--- src/rtl/imem_loader_pkg.sv ---
// rtl/imem_loader_pkg.sv - shared constants and FSM state type for the instruction-memory loader
// Purpose: frame sync byte, instruction word width and loader FSM encoding.
// Ports: none (package).
package imem_loader_pkg;

  localparam logic [7:0] SYNC_BYTE = 8'hA5;
  localparam int         WORD_W    = 16;

  typedef enum logic [2:0] {
    ST_IDLE    = 3'd0,
    ST_LEN_HI  = 3'd1,
    ST_LEN_LO  = 3'd2,
    ST_DATA_HI = 3'd3,
    ST_DATA_LO = 3'd4,
    ST_CHECK   = 3'd5,
    ST_DONE    = 3'd6,
    ST_ERR     = 3'd7
  } state_t;

endpackage

--- src/rtl/loader_timeout.sv ---
// rtl/loader_timeout.sv - inter-byte idle timer for the loader
// Purpose: counts enabled cycles; expires on the TIMEOUT-th consecutive enabled cycle.
// Ports:
//   i_clk      system clock
//   i_clear    synchronous active-high reset
//   i_restart  zero the count (handshake seen, or loader not inside a frame)
//   i_en       count this cycle
//   o_expire   high during the cycle whose closing edge completes TIMEOUT idle cycles
module loader_timeout #(
  parameter int TIMEOUT = 1000
) (
  input  logic i_clk,
  input  logic i_clear,
  input  logic i_restart,
  input  logic i_en,
  output logic o_expire
);

  localparam int CW = $clog2(TIMEOUT + 1);

  logic [CW-1:0] r_cnt;

  // Expire is flagged one count early so the FSM leaves on exactly the TIMEOUT-th idle edge.
  assign o_expire = i_en && (r_cnt == CW'(TIMEOUT - 1));

  always_ff @(posedge i_clk) begin
    if (i_clear || i_restart) begin
      r_cnt <= '0;
    end else if (i_en && !o_expire) begin
      r_cnt <= r_cnt + CW'(1);
    end
  end

endmodule

--- src/rtl/imem_loader.sv ---
// rtl/imem_loader.sv - framed byte-stream loader writing 16-bit words into instruction memory
// Purpose: parses A5 | LEN_HI | LEN_LO | words (hi,lo) | CSUM, writes each word, releases
//   the MCU only after a frame with a good mod-256 payload checksum.
// Ports:
//   i_clk, i_clear      clock, synchronous active-high reset
//   i_rx_data/valid     incoming byte link; o_rx_ready accepts
//   o_im_we/addr/wdata  instruction-memory write port, one strobe cycle per word
//   o_cpu_run           1 releases the MCU from clear
//   o_done, o_error     outcome of the last frame
module imem_loader
  import imem_loader_pkg::*;
#(
  parameter int ADDR_W  = 16,
  parameter int TIMEOUT = 1000
) (
  input  logic              i_clk,
  input  logic              i_clear,
  input  logic [7:0]        i_rx_data,
  input  logic              i_rx_valid,
  output logic              o_rx_ready,
  output logic              o_im_we,
  output logic [ADDR_W-1:0] o_im_addr,
  output logic [WORD_W-1:0] o_im_wdata,
  output logic              o_cpu_run,
  output logic              o_done,
  output logic              o_error
);

  state_t r_state, w_state_nxt;

  logic              r_rx_ready;
  logic [7:0]        r_len_hi;
  logic [15:0]       r_len;
  logic [ADDR_W:0]   r_ctr;      // one extra bit so a full 2**ADDR_W image can be counted
  logic [7:0]        r_hi;
  logic [7:0]        r_csum;
  logic              r_im_we;
  logic [ADDR_W-1:0] r_im_addr;
  logic [WORD_W-1:0] r_im_wdata;

  logic        w_hs;
  logic [15:0] w_len;
  logic        w_len_too_big;
  logic        w_last;
  logic        w_timer_active;
  logic        w_expire;

  assign w_hs          = i_rx_valid & r_rx_ready;
  assign w_len         = {r_len_hi, i_rx_data};
  assign w_len_too_big = 64'(w_len) > (64'd1 << ADDR_W);
  assign w_last        = (64'(r_ctr) + 64'd1) == 64'(r_len);

  assign w_timer_active = (r_state == ST_LEN_HI) || (r_state == ST_LEN_LO) ||
                          (r_state == ST_DATA_HI) || (r_state == ST_DATA_LO) ||
                          (r_state == ST_CHECK);

  loader_timeout #(
    .TIMEOUT (TIMEOUT)
  ) u_timeout (
    .i_clk     (i_clk),
    .i_clear   (i_clear),
    .i_restart (w_hs || !w_timer_active),
    .i_en      (w_timer_active && !w_hs),
    .o_expire  (w_expire)
  );

  always_ff @(posedge i_clk) begin
    if (i_clear) begin
      r_state <= ST_IDLE;
    end else begin
      r_state <= w_state_nxt;
    end
  end

  always_comb begin
    w_state_nxt = r_state;
    if (w_expire) begin
      w_state_nxt = ST_ERR;
    end else if (w_hs) begin
      case (r_state)
        ST_IDLE:    if (i_rx_data == SYNC_BYTE) w_state_nxt = ST_LEN_HI;
        ST_LEN_HI:  w_state_nxt = ST_LEN_LO;
        ST_LEN_LO: begin
          if (w_len_too_big)    w_state_nxt = ST_ERR;
          else if (w_len == '0) w_state_nxt = ST_CHECK;
          else                  w_state_nxt = ST_DATA_HI;
        end
        ST_DATA_HI: w_state_nxt = ST_DATA_LO;
        ST_DATA_LO: w_state_nxt = w_last ? ST_CHECK : ST_DATA_HI;
        ST_CHECK:   w_state_nxt = (i_rx_data == r_csum) ? ST_DONE : ST_ERR;
        ST_DONE,
        ST_ERR:     if (i_rx_data == SYNC_BYTE) w_state_nxt = ST_LEN_HI;
        default:    w_state_nxt = ST_IDLE;
      endcase
    end
  end

  always_ff @(posedge i_clk) begin
    if (i_clear) begin
      r_rx_ready <= 1'b0;
      r_len_hi   <= '0;
      r_len      <= '0;
      r_ctr      <= '0;
      r_hi       <= '0;
      r_csum     <= '0;
      r_im_we    <= 1'b0;
      r_im_addr  <= '0;
      r_im_wdata <= '0;
    end else begin
      r_rx_ready <= 1'b1;
      r_im_we    <= 1'b0;
      if (w_hs) begin
        case (r_state)
          ST_LEN_HI: r_len_hi <= i_rx_data;
          ST_LEN_LO: begin
            r_len  <= w_len;
            r_ctr  <= '0;
            r_csum <= '0;
          end
          ST_DATA_HI: begin
            r_hi   <= i_rx_data;
            r_csum <= r_csum + i_rx_data;
          end
          ST_DATA_LO: begin
            r_im_we    <= 1'b1;
            r_im_addr  <= r_ctr[ADDR_W-1:0];
            r_im_wdata <= {r_hi, i_rx_data};
            r_ctr      <= r_ctr + 1'b1;
            r_csum     <= r_csum + i_rx_data;
          end
          default: ;
        endcase
      end
    end
  end

  assign o_rx_ready = r_rx_ready;
  assign o_im_we    = r_im_we;
  assign o_im_addr  = r_im_addr;
  assign o_im_wdata = r_im_wdata;
  assign o_done     = (r_state == ST_DONE);
  assign o_cpu_run  = (r_state == ST_DONE);
  assign o_error    = (r_state == ST_ERR);

endmodule
--- config.mk ---
export PLATFORM = sky130hd
export DESIGN_NAME = imem_loader
export DESIGN_NICKNAME = d
export VERILOG_FILES = /design/src/rtl/imem_loader_pkg.sv /design/src/rtl/loader_timeout.sv /design/src/rtl/imem_loader.sv
export SDC_FILE = /design/constraint.sdc
export NUM_CORES = 1
export LEC_CHECK = 0
export BUFFER_PORTS_ARGS = -buffer_cell sky130_fd_sc_hd__buf_2
export CAP_MARGIN = 20
export CORE_UTILIZATION = 35
export DETAILED_ROUTE_END_ITERATION = 8
export PLACE_DENSITY = 0.62
export RECOVER_POWER = 50
export SETUP_SLACK_MARGIN = 0.2
export SLEW_MARGIN = 20
export SYNTH_ARGS = -nofsm -noshare
export SYNTH_HDL_FRONTEND = slang
export SYNTH_HIERARCHICAL = 1
export SYNTH_SLANG_ARGS = --single-unit
--- constraint.sdc ---
create_clock -name i_clk -period 2.6 [get_ports i_clk]
set_clock_uncertainty 0.05 [all_clocks]
set_input_delay 0.26 -clock i_clk [delete_from_list [all_inputs] [get_ports i_clk]]
set_output_delay 0.26 -clock i_clk [all_outputs]
set_load 0.02 [all_outputs]
# Yosys cells after proc, flatten, opt, wreduce, memory -nomap -nowiden

Cells that the tools add are included.

Register bits after elaboration: 104
Latch bits: 0
RAM bits: 0
Memory bits (read-only): 0
Input port bits: 11
Output and inout port bits: 37
Word-level logic and storage cells: 67
Memories: 0

Add/sub/neg operators: 4
Multiply operators: 0
Divide/modulo/power cells: 0
Order comparisons: 0
Equal/unequal tests: 12
Shift operators: 0
Mux-type cells: 11
Bitwise gates (word level): 2
Reduce and logical (&&, ||, !) cells: 27

Operator list:

| operator                                      | count |
|---|---|
| one-hot mux 17 bit (2 select lines)           | 1 |
| adder 17 x 1 -> 18 bit, second input constant | 1 |
| == test 18 x 16 -> 1 bit                      | 1 |
| one-hot mux 3 bit (6 select lines)            | 1 |
| adder 17 x 1 -> 17 bit, second input constant | 1 |
| zero test 16 bit                              | 1 |
| one-hot mux 8 bit (2 select lines)            | 1 |
| two-way mux 3 bit                             | 5 |
| AND reduction 2 bit                           | 7 |
| == test 3 bit, second input constant          | 4 |
| adder 10 x 1 -> 10 bit, second input constant | 1 |
| == test 10 bit, second input constant         | 1 |
| adder 8 bit                                   | 1 |
| == test 8 bit                                 | 1 |
| == test 8 bit, second input constant          | 1 |
| == test 3 x 2 -> 1 bit, second input constant | 2 |
| logical OR 1 bit                              | 6 |
| nonzero test 2 bit                            | 3 |
| OR reduction 2 bit                            | 2 |
| == test 3 x 1 -> 1 bit, second input constant | 1 |
| logical AND 1 bit                             | 3 |
| zero test 1 bit                               | 3 |
| zero test 3 bit                               | 1 |
| two-way mux 1 bit                             | 3 |
| other kinds (4)                               | 4 |

# Longest topological paths before layout

Gate-level depths: netlist of run 1.

Depth in word-level cells: 9
Gate-level depth with buffers: 9
Gate-level depth less buffers: 8

# By module

Netlist of run 1, hierarchy kept.

By module, submodules not included:

| module         | times used | cells an instance | area each (sq um) | sequential area each (sq um) |
|---|---|---|---|---|
| imem_loader    | 1          | 582               | 4640.7            | 1881.8 |
| loader_timeout | 1          | 66                | 558.0             | 200.2 |

# Worst setup path after synthesis of run 1

No wires, ideal clock.

Kind: register to register
From: register r_ctr[0]
To: register r_state[1]
Setup time: 0.131 ns
Arrival time: 1.840 ns
Required time: 2.419 ns
Setup slack: 0.580 ns
Stages on the path, launching flop included: 9
Path buffers: 1
Clock period less this slack: 2.020 ns
Path through: dfxtp_1 -> ha_1 -> and4_4 -> buf_6 -> and4_1 -> o2bb2a_1 -> nand4_1 -> nor4_2 -> o22ai_1

Word-level cells in the longest chain between the ends: 6

RTL lines:

| what                               | line               | RTL |
|---|---|---|
| start: declaration                 | imem_loader.sv:34  | `logic [ADDR_W:0] r_ctr;` |
| start signal: assignment           | imem_loader.sv:128 | `r_ctr <= r_ctr + 1'b1;` |
| adder 17 x 1 -> 18 bit             | imem_loader.sv:51  | `assign w_last = (64'(r_ctr) + 64'd1) == 64'(r_len);` |
| == test 18 x 16 -> 1 bit           | imem_loader.sv:51  |  |
| two-way mux 3 bit                  | imem_loader.sv:89  | `ST_DATA_LO: w_state_nxt = w_last ? ST_CHECK : ST_DATA_HI;` |
| one-hot mux 3 bit (6 select lines) | imem_loader.sv:80  | `case (r_state)` |
| two-way mux 3 bit                  | imem_loader.sv:79  | `end else if (w_hs) begin` |
| two-way mux 3 bit                  | imem_loader.sv:77  | `if (w_expire) begin` |
| end signal: assignment             | imem_loader.sv:71  | `r_state <= w_state_nxt;` |
| end: declaration                   | imem_loader.sv:29  | `state_t r_state, w_state_nxt;` |

No other way between the ends. The select of a mux whose other input is x is not followed.
A chain may end at the register's enable or synchronous reset.

# Final worst setup path of run 1

From: register r_ctr[1]
To: register r_state[1]

Same word-level chain as after synthesis.

==> metrics.txt, run 1 <==
final hold vios=0; cell-internal power=2.41 mW; DRT Pass-1 Iters=5; Initial DRC Count=425; Layout Nets=700; final wirelength=12.7 mm; Seq cells post-synth=104; Clock Latency Late Sink=340 ps; first-pass GRT wire length=20.3 mm; Syn Nets=669; min Tclk post-route=2310 ps; Setup crit start=r_ctr[1]; reg-to-reg endpoint=r_state[1]; RR Startpoint=r_ctr[1]; mapped cell area=0.00520 sq mm; TNS Setup=0 ps; chip height=124 um; layout cells sized above 1=9.36%; Cells on Worst Hold Path=3; CTS tree=built; Max Cap Viol=0; ANT cells=0; most frequent cells in the layout=nand2_1 (123), dfxtp_1 (103), a21oi_1 (83); worst relative slew slack=24.6%; RD Place Congestion=0.879; overall routing resource usage=16.6%; die area=0.0153 sq mm; Longest Clk Path Bufs=2; FP Rows=44; endpoints failing setup=0; switching fraction of total power=21.2%; crit path cell chain=ha_2 -> and4_4 -> nand3_2 -> o31ai_1 -> o311ai_1 -> nor4_2 -> buf_4 -> o22ai_1; Vias=4674; RSZ-0062 raised after global routing=true; worst ir drop on vdd=0.000414 V; Net Sw Power=0.648 mW; H-tree levels=3; vias in the first global route=4126; Non-Filler Instances=868; Antenna Nets Post-Route=0; Layout area overhead=12.7%; Worst setup EP type=flip-flop; core area=0.0145 sq mm; P_leak=2.03 nW; CP endpoint=r_state[1]; critical path launch point type=flip-flop; Setup WS pre-CTS=249 ps; Final Cycle Share=88.7%; CP Data Arrival Time=2440 ps; sequential share of the synthesized area=40.0%; clock sinks=104; Crit Path Max Fanout=10; Post-Layout Inst Area=0.00586 sq mm; pin count of the biggest net entering global routing=54; Top FF cell, synth=dfxtp_1; EDFF count, synth=0; initial core utilization=35.8%; Slew Limit Fails=0; crit path max-delay cell type=dfxtp_1; fraction of registers with async set/reset=0%; placed insts=851; Synth Area per Inst=8.02 sq um; Setup WS post-layout=293 ps; Max Fclk=0.434 GHz; Routed WL per cell=14.7 um; worst-margin pin slew=1130 ps; CTS buffer count=9; clock root buffer=clkbuf_16; combinational share of power=2.6%; initial antenna violation count=0; Synth Instances=648; synth unique cells=68; I/O Buffers=47; power share of the sequential group=52.1%; DP HPWL=8.82 mm; Layout fillers=1489; commonest non-fill, non-tap cell in the layout=nand2_1; Worst path max stage delay=400 ps; power per cell area=522 mW/mm^2; FF-to-FF setup slack=290 ps; Worst Hold Class=in -> reg; Ports=48; residual DRC count=0; Synthesis Warnings=6; worst path required time=2740 ps; Die W=124 um; critical path class=reg -> reg; outcome=completed; total congestion overflow=0; Clk pwr share=45.3%; Cell Area, Placed=0.00559 sq mm; Vias/cell=5.38; clock-pin slew on the worst setup and hold paths=70 ps; FF-to-FF path depth=8
Yosys cell counts (all sizes together) (4+ instances only):
| cell | count | area share, % |
|---|---|---|
| nand2 | 123 | 8.9 |
| dfxtp | 104 | 40 |
| a21oi | 83 | 8.0 |
| nor2 | 49 | 3.5 |
| clkbuf | 25 | 1.8 |
| buf | 24 | 2.8 |
| mux2i | 20 | 3.9 |
| o21ai | 20 | 1.9 |
| nand3 | 16 | 1.6 |
| xnor2 | 13 | 2.2 |
| inv | 10 | 0.72 |
| nand4 | 10 | 1.3 |
| nor2b | 10 | 1.2 |
| ha | 9 | 2.2 |
| nor3 | 9 | 1.1 |
| nor4 | 9 | 1.3 |
| or3 | 9 | 1.1 |
| xor2 | 9 | 1.5 |
| and4 | 8 | 1.4 |
| a31oi | 7 | 0.84 |
| nand2b | 6 | 0.72 |
| a311oi | 5 | 0.84 |
| and2 | 5 | 0.60 |
| o31ai | 5 | 0.72 |
| a211oi | 4 | 0.58 |
cells by family after synthesis:
kind of cell,share of synthesized area (%)
muxes,4.07
and+or+nand+nor,26.3
xor gates and xnor gates,3.71
AOI/OAI and AO/OA,18.0
DFF,40.0
buffers and inverters,5.32
adders and majority gates,2.55
repair_timing:
item | 4_1_cts | 5_1_grt
buffers inserted | 0 | 1
endpoints found under the hold margin | 0 | 0
gates resized for setup | 0 | 5
setup endpoints to repair | 0 | 7
hold buffers | 0 | 0
per-layer routing:
| metal | part of all wire, % | GRT usage [%] | vias up |
|---|---|---|---|
| met5 | 0 | 0 | - |
| met4 | 1.1 | 4.59 | 0 |
| met3 | 4.2 | 3.85 | 14 |
| met2 | 47 | 26.1 | 129 |
| met1 | 47 | 22.7 | 2187 |
| li1 | - | - | 2344 |
critical path, delay by kind of cell (launching register included):
family,cells,cell delay [ps]
buf+inv,1,160
simple gates,3,780
compound gates,3,500
fa+ha+maj,1,260
flops,1,400
worst min-delay path by stage:
stage,from,to,slack [ps]
after CTS,i_rx_data[1],r_len[1],180
final,i_rx_data[1],r_len[1],180
after global placement,o_im_addr[13],o_im_addr[13],390
after global routing,i_rx_data[1],r_len[1],180
after floorplan,i_clear,o_rx_ready,310
after detailed placement,o_im_addr[7],o_im_addr[7],390
metrics by stage:
stage	power [mW]	util [%]	hold WS [ps]
after floorplan	1.67	-	312
after global placement	1.71	38.5	389
after detailed placement	1.71	38.5	393
after CTS	3.09	40.6	183
after global routing	3.17	40.3	184
final	3.06	40.3	185
registers in the layout, indices dropped and copies added (netlist names):
register,flops
r_hi,8
o_im_addr,16
r_ctr,17
r_len_hi,8
o_rx_ready,1
r_state,3
o_im_we,1
r_csum,8
u_timeout/r_cnt,10
o_im_wdata,16
r_len,16
power by group through the flow:
stage               Sequential, mW  Clock (mW)  Combinational [mW]
detailed placement            1.63           0              0.0802
finish                        1.59        1.39              0.0798
floorplan                     1.63           0              0.0409
global placement              1.63           0              0.0785
global route                  1.59        1.49              0.0861
CTS                           1.59        1.41              0.0804
final cells by class:
class	instances	area [sq um]	area share, %
Multi-Input combinational cell	485	2860	48.7
Sequential cell	104	2080	35.5
Timing Repair Buffer	69	345	5.89
Clock buffer	12	256	4.38
Tap cell	184	230	3.93
Clock inverter	4	51.3	0.875
Inverter	10	37.5	0.640
Note: power is estimated with default switching activity, not from simulation.
==> inputs of run 2 (changes only) <==
--- a/config.mk
+++ b/config.mk
@@ -9,7 +9,7 @@
 export CAP_MARGIN = 20
 export CORE_UTILIZATION = 35
 export DETAILED_ROUTE_END_ITERATION = 8
-export PLACE_DENSITY = 0.62
+export PLACE_DENSITY = 0.48
 export RECOVER_POWER = 50
 export SETUP_SLACK_MARGIN = 0.2
 export SLEW_MARGIN = 20
==> metrics.txt, run 2 (synthesis gave the netlist of run 1 again) <==
Routed WL per cell=15.3 um (+4.4%); layout cells sized above 1=9.38% (+0.027 points); CTS buffer count=9 (unchanged); CP Data Arrival Time=2470 ps (+30 ps); total congestion overflow=0 (unchanged); clock root buffer=clkbuf_16; ANT cells=0 (unchanged); Die W=124 um (unchanged); vias in the first global route=4088 (-0.92%); pin count of the biggest net entering global routing=54 (unchanged); min Tclk post-route=2300 ps (-10.8 ps); I/O Buffers=47 (unchanged); most flop-heavy register=r_ctr; Post-Layout Inst Area=0.00584 sq mm (-0.30%); core area=0.0145 sq mm (unchanged); H-tree levels=3 (unchanged); setup bufs post-CTS=0 (unchanged); DP HPWL=8.97 mm (+1.7%); Longest Clk Path Bufs=2 (unchanged); die area=0.0153 sq mm (unchanged); Max Fclk=0.436 GHz (+0.47%); critical path class=reg -> reg; crit path cell chain=ha_2 -> and4_4 -> nand3_2 -> o31ai_1 -> o311ai_2 -> nor4_4 -> o22ai_1; Clock Latency Late Sink=360 ps (+20 ps); Vias=4564 (-2.4%); crit path max-delay cell type=dfxtp_1; Layout Nets=698 (-0.29%); residual DRC count=0 (unchanged); Layout area overhead=12.4%; Max Cap Viol=0 (unchanged); Worst Hold Class=in -> reg; FF-to-FF path depth=7 (-1); Ports=48 (unchanged); worst-margin pin slew=994 ps (-138 ps); worst relative slew slack=33.8% (+9.2 points); RD Place Congestion=0.896 (+1.9%); P_leak=2.01 nW (-0.92%); worst path required time=2770 ps (+30 ps); first-pass GRT wire length=21.1 mm (+4.2%); DRT Pass-1 Iters=4 (-1); PnR Total Power=3.01 mW (-1.6%); Crit Path Max Fanout=10 (unchanged); clock sinks=104 (unchanged); Worst path max stage delay=410 ps (about the same); TNS Setup=0 ps (unchanged); post-CTS sizing=0 (unchanged); initial core utilization=35.8% (unchanged); commonest non-fill, non-tap cell in the layout=nand2_1; Cell Area, Placed=0.00559 sq mm (about the same); hold buffer count at cts=0 (unchanged); Initial DRC Count=340 (-20%); FP Rows=44 (unchanged); final hold vios=0 (unchanged); Final Cycle Share=88.3% (-0.42 points); Non-Filler Instances=866 (-0.23%); power per cell area=515 mW/mm^2 (-1.3%); chip height=124 um (unchanged); critical path launch point type=flip-flop; most frequent cells in the layout=nand2_1 (122), dfxtp_1 (103), a21oi_1 (83); Cells on Worst Hold Path=3 (unchanged); Layout fillers=1549 (+4.0%); placed insts=850 (-0.12%); clock-pin slew on the worst setup and hold paths=80 ps (about the same); Worst setup EP type=flip-flop; Antenna Nets Post-Route=0 (unchanged); RSZ-0062 raised after global routing=true; outcome=completed; worst ir drop on vdd=0.000302 V (-27%); endpoints failing setup=0 (unchanged); Vias/cell=5.27 (-2.1%); max reg flops=17 (unchanged); Hold WS=165 ps (-19.8 ps); overall routing resource usage=17.9% (+1.3 points); final wirelength=13.3 mm (+4.1%); CTS tree=built; initial antenna violation count=0 (unchanged); Slew Limit Fails=0 (unchanged)
[run 2: metrics by stage]
stage | setup slack, ps | utilization (%)
after floorplan | 580 | -
after global placement | 324 | 38.4
after detailed placement | 249 | 38.4
after CTS | 243 | 40.4
after global routing | 198 | 40.2
final | 304 | 40.2
[run 2: cell type report]
cell class,instances,area (sq um),share of cell area [%]
multi-input combinational,485,2880,49.3
sequential,104,2080,35.7
timing repair buffer,67,325,5.57
tap,184,230,3.94
clock buffer,9,225,3.85
clock inverter,7,58.8,1.01
inverter,10,37.5,0.642
[run 2: power by group]
| part | switching (mW) | total, mW | internal, mW | leakage (nW) |
|---|---|---|---|---|
| Combinational | 0.0606 | 0.0808 | 0.0202 | 1.03 |
| Clock | 0.670 | 1.34 | 0.668 | 0.139 |
| Sequential | 0.00123 | 1.59 | 1.59 | 0.838 |
| Total | 0.732 | 3.01 | 2.28 | 2.01 |
[run 2: metal layers]
layer / vias to the layer above / track usage (%) / routed length [um]
li1: 2347 / - / -
met1: 2129 / 25.0 / 6670
met2: 76 / 27.3 / 5980
met3: 12 / 2.75 / 385
met4: 0 / 7.38 / 214
met5: - / 0 / 0
[run 2: worst max-delay path, delay by kind of cell, from the launching register on]
family,cells,cell delay [ps]
compound gates,3,600
fa+ha+maj,1,270
flops,1,410
simple gates,3,830
[run 2: path summary, 6_finish.rpt]
check,startpoint,slack (ps),endpoint
setup reg to reg,r_ctr[1],300,r_state[1]
hold reg to reg,o_im_addr[4],400,o_im_addr[4]
setup / recovery,r_ctr[1],300,r_state[1]
hold / removal,i_rx_data[3],160,o_im_wdata[3]
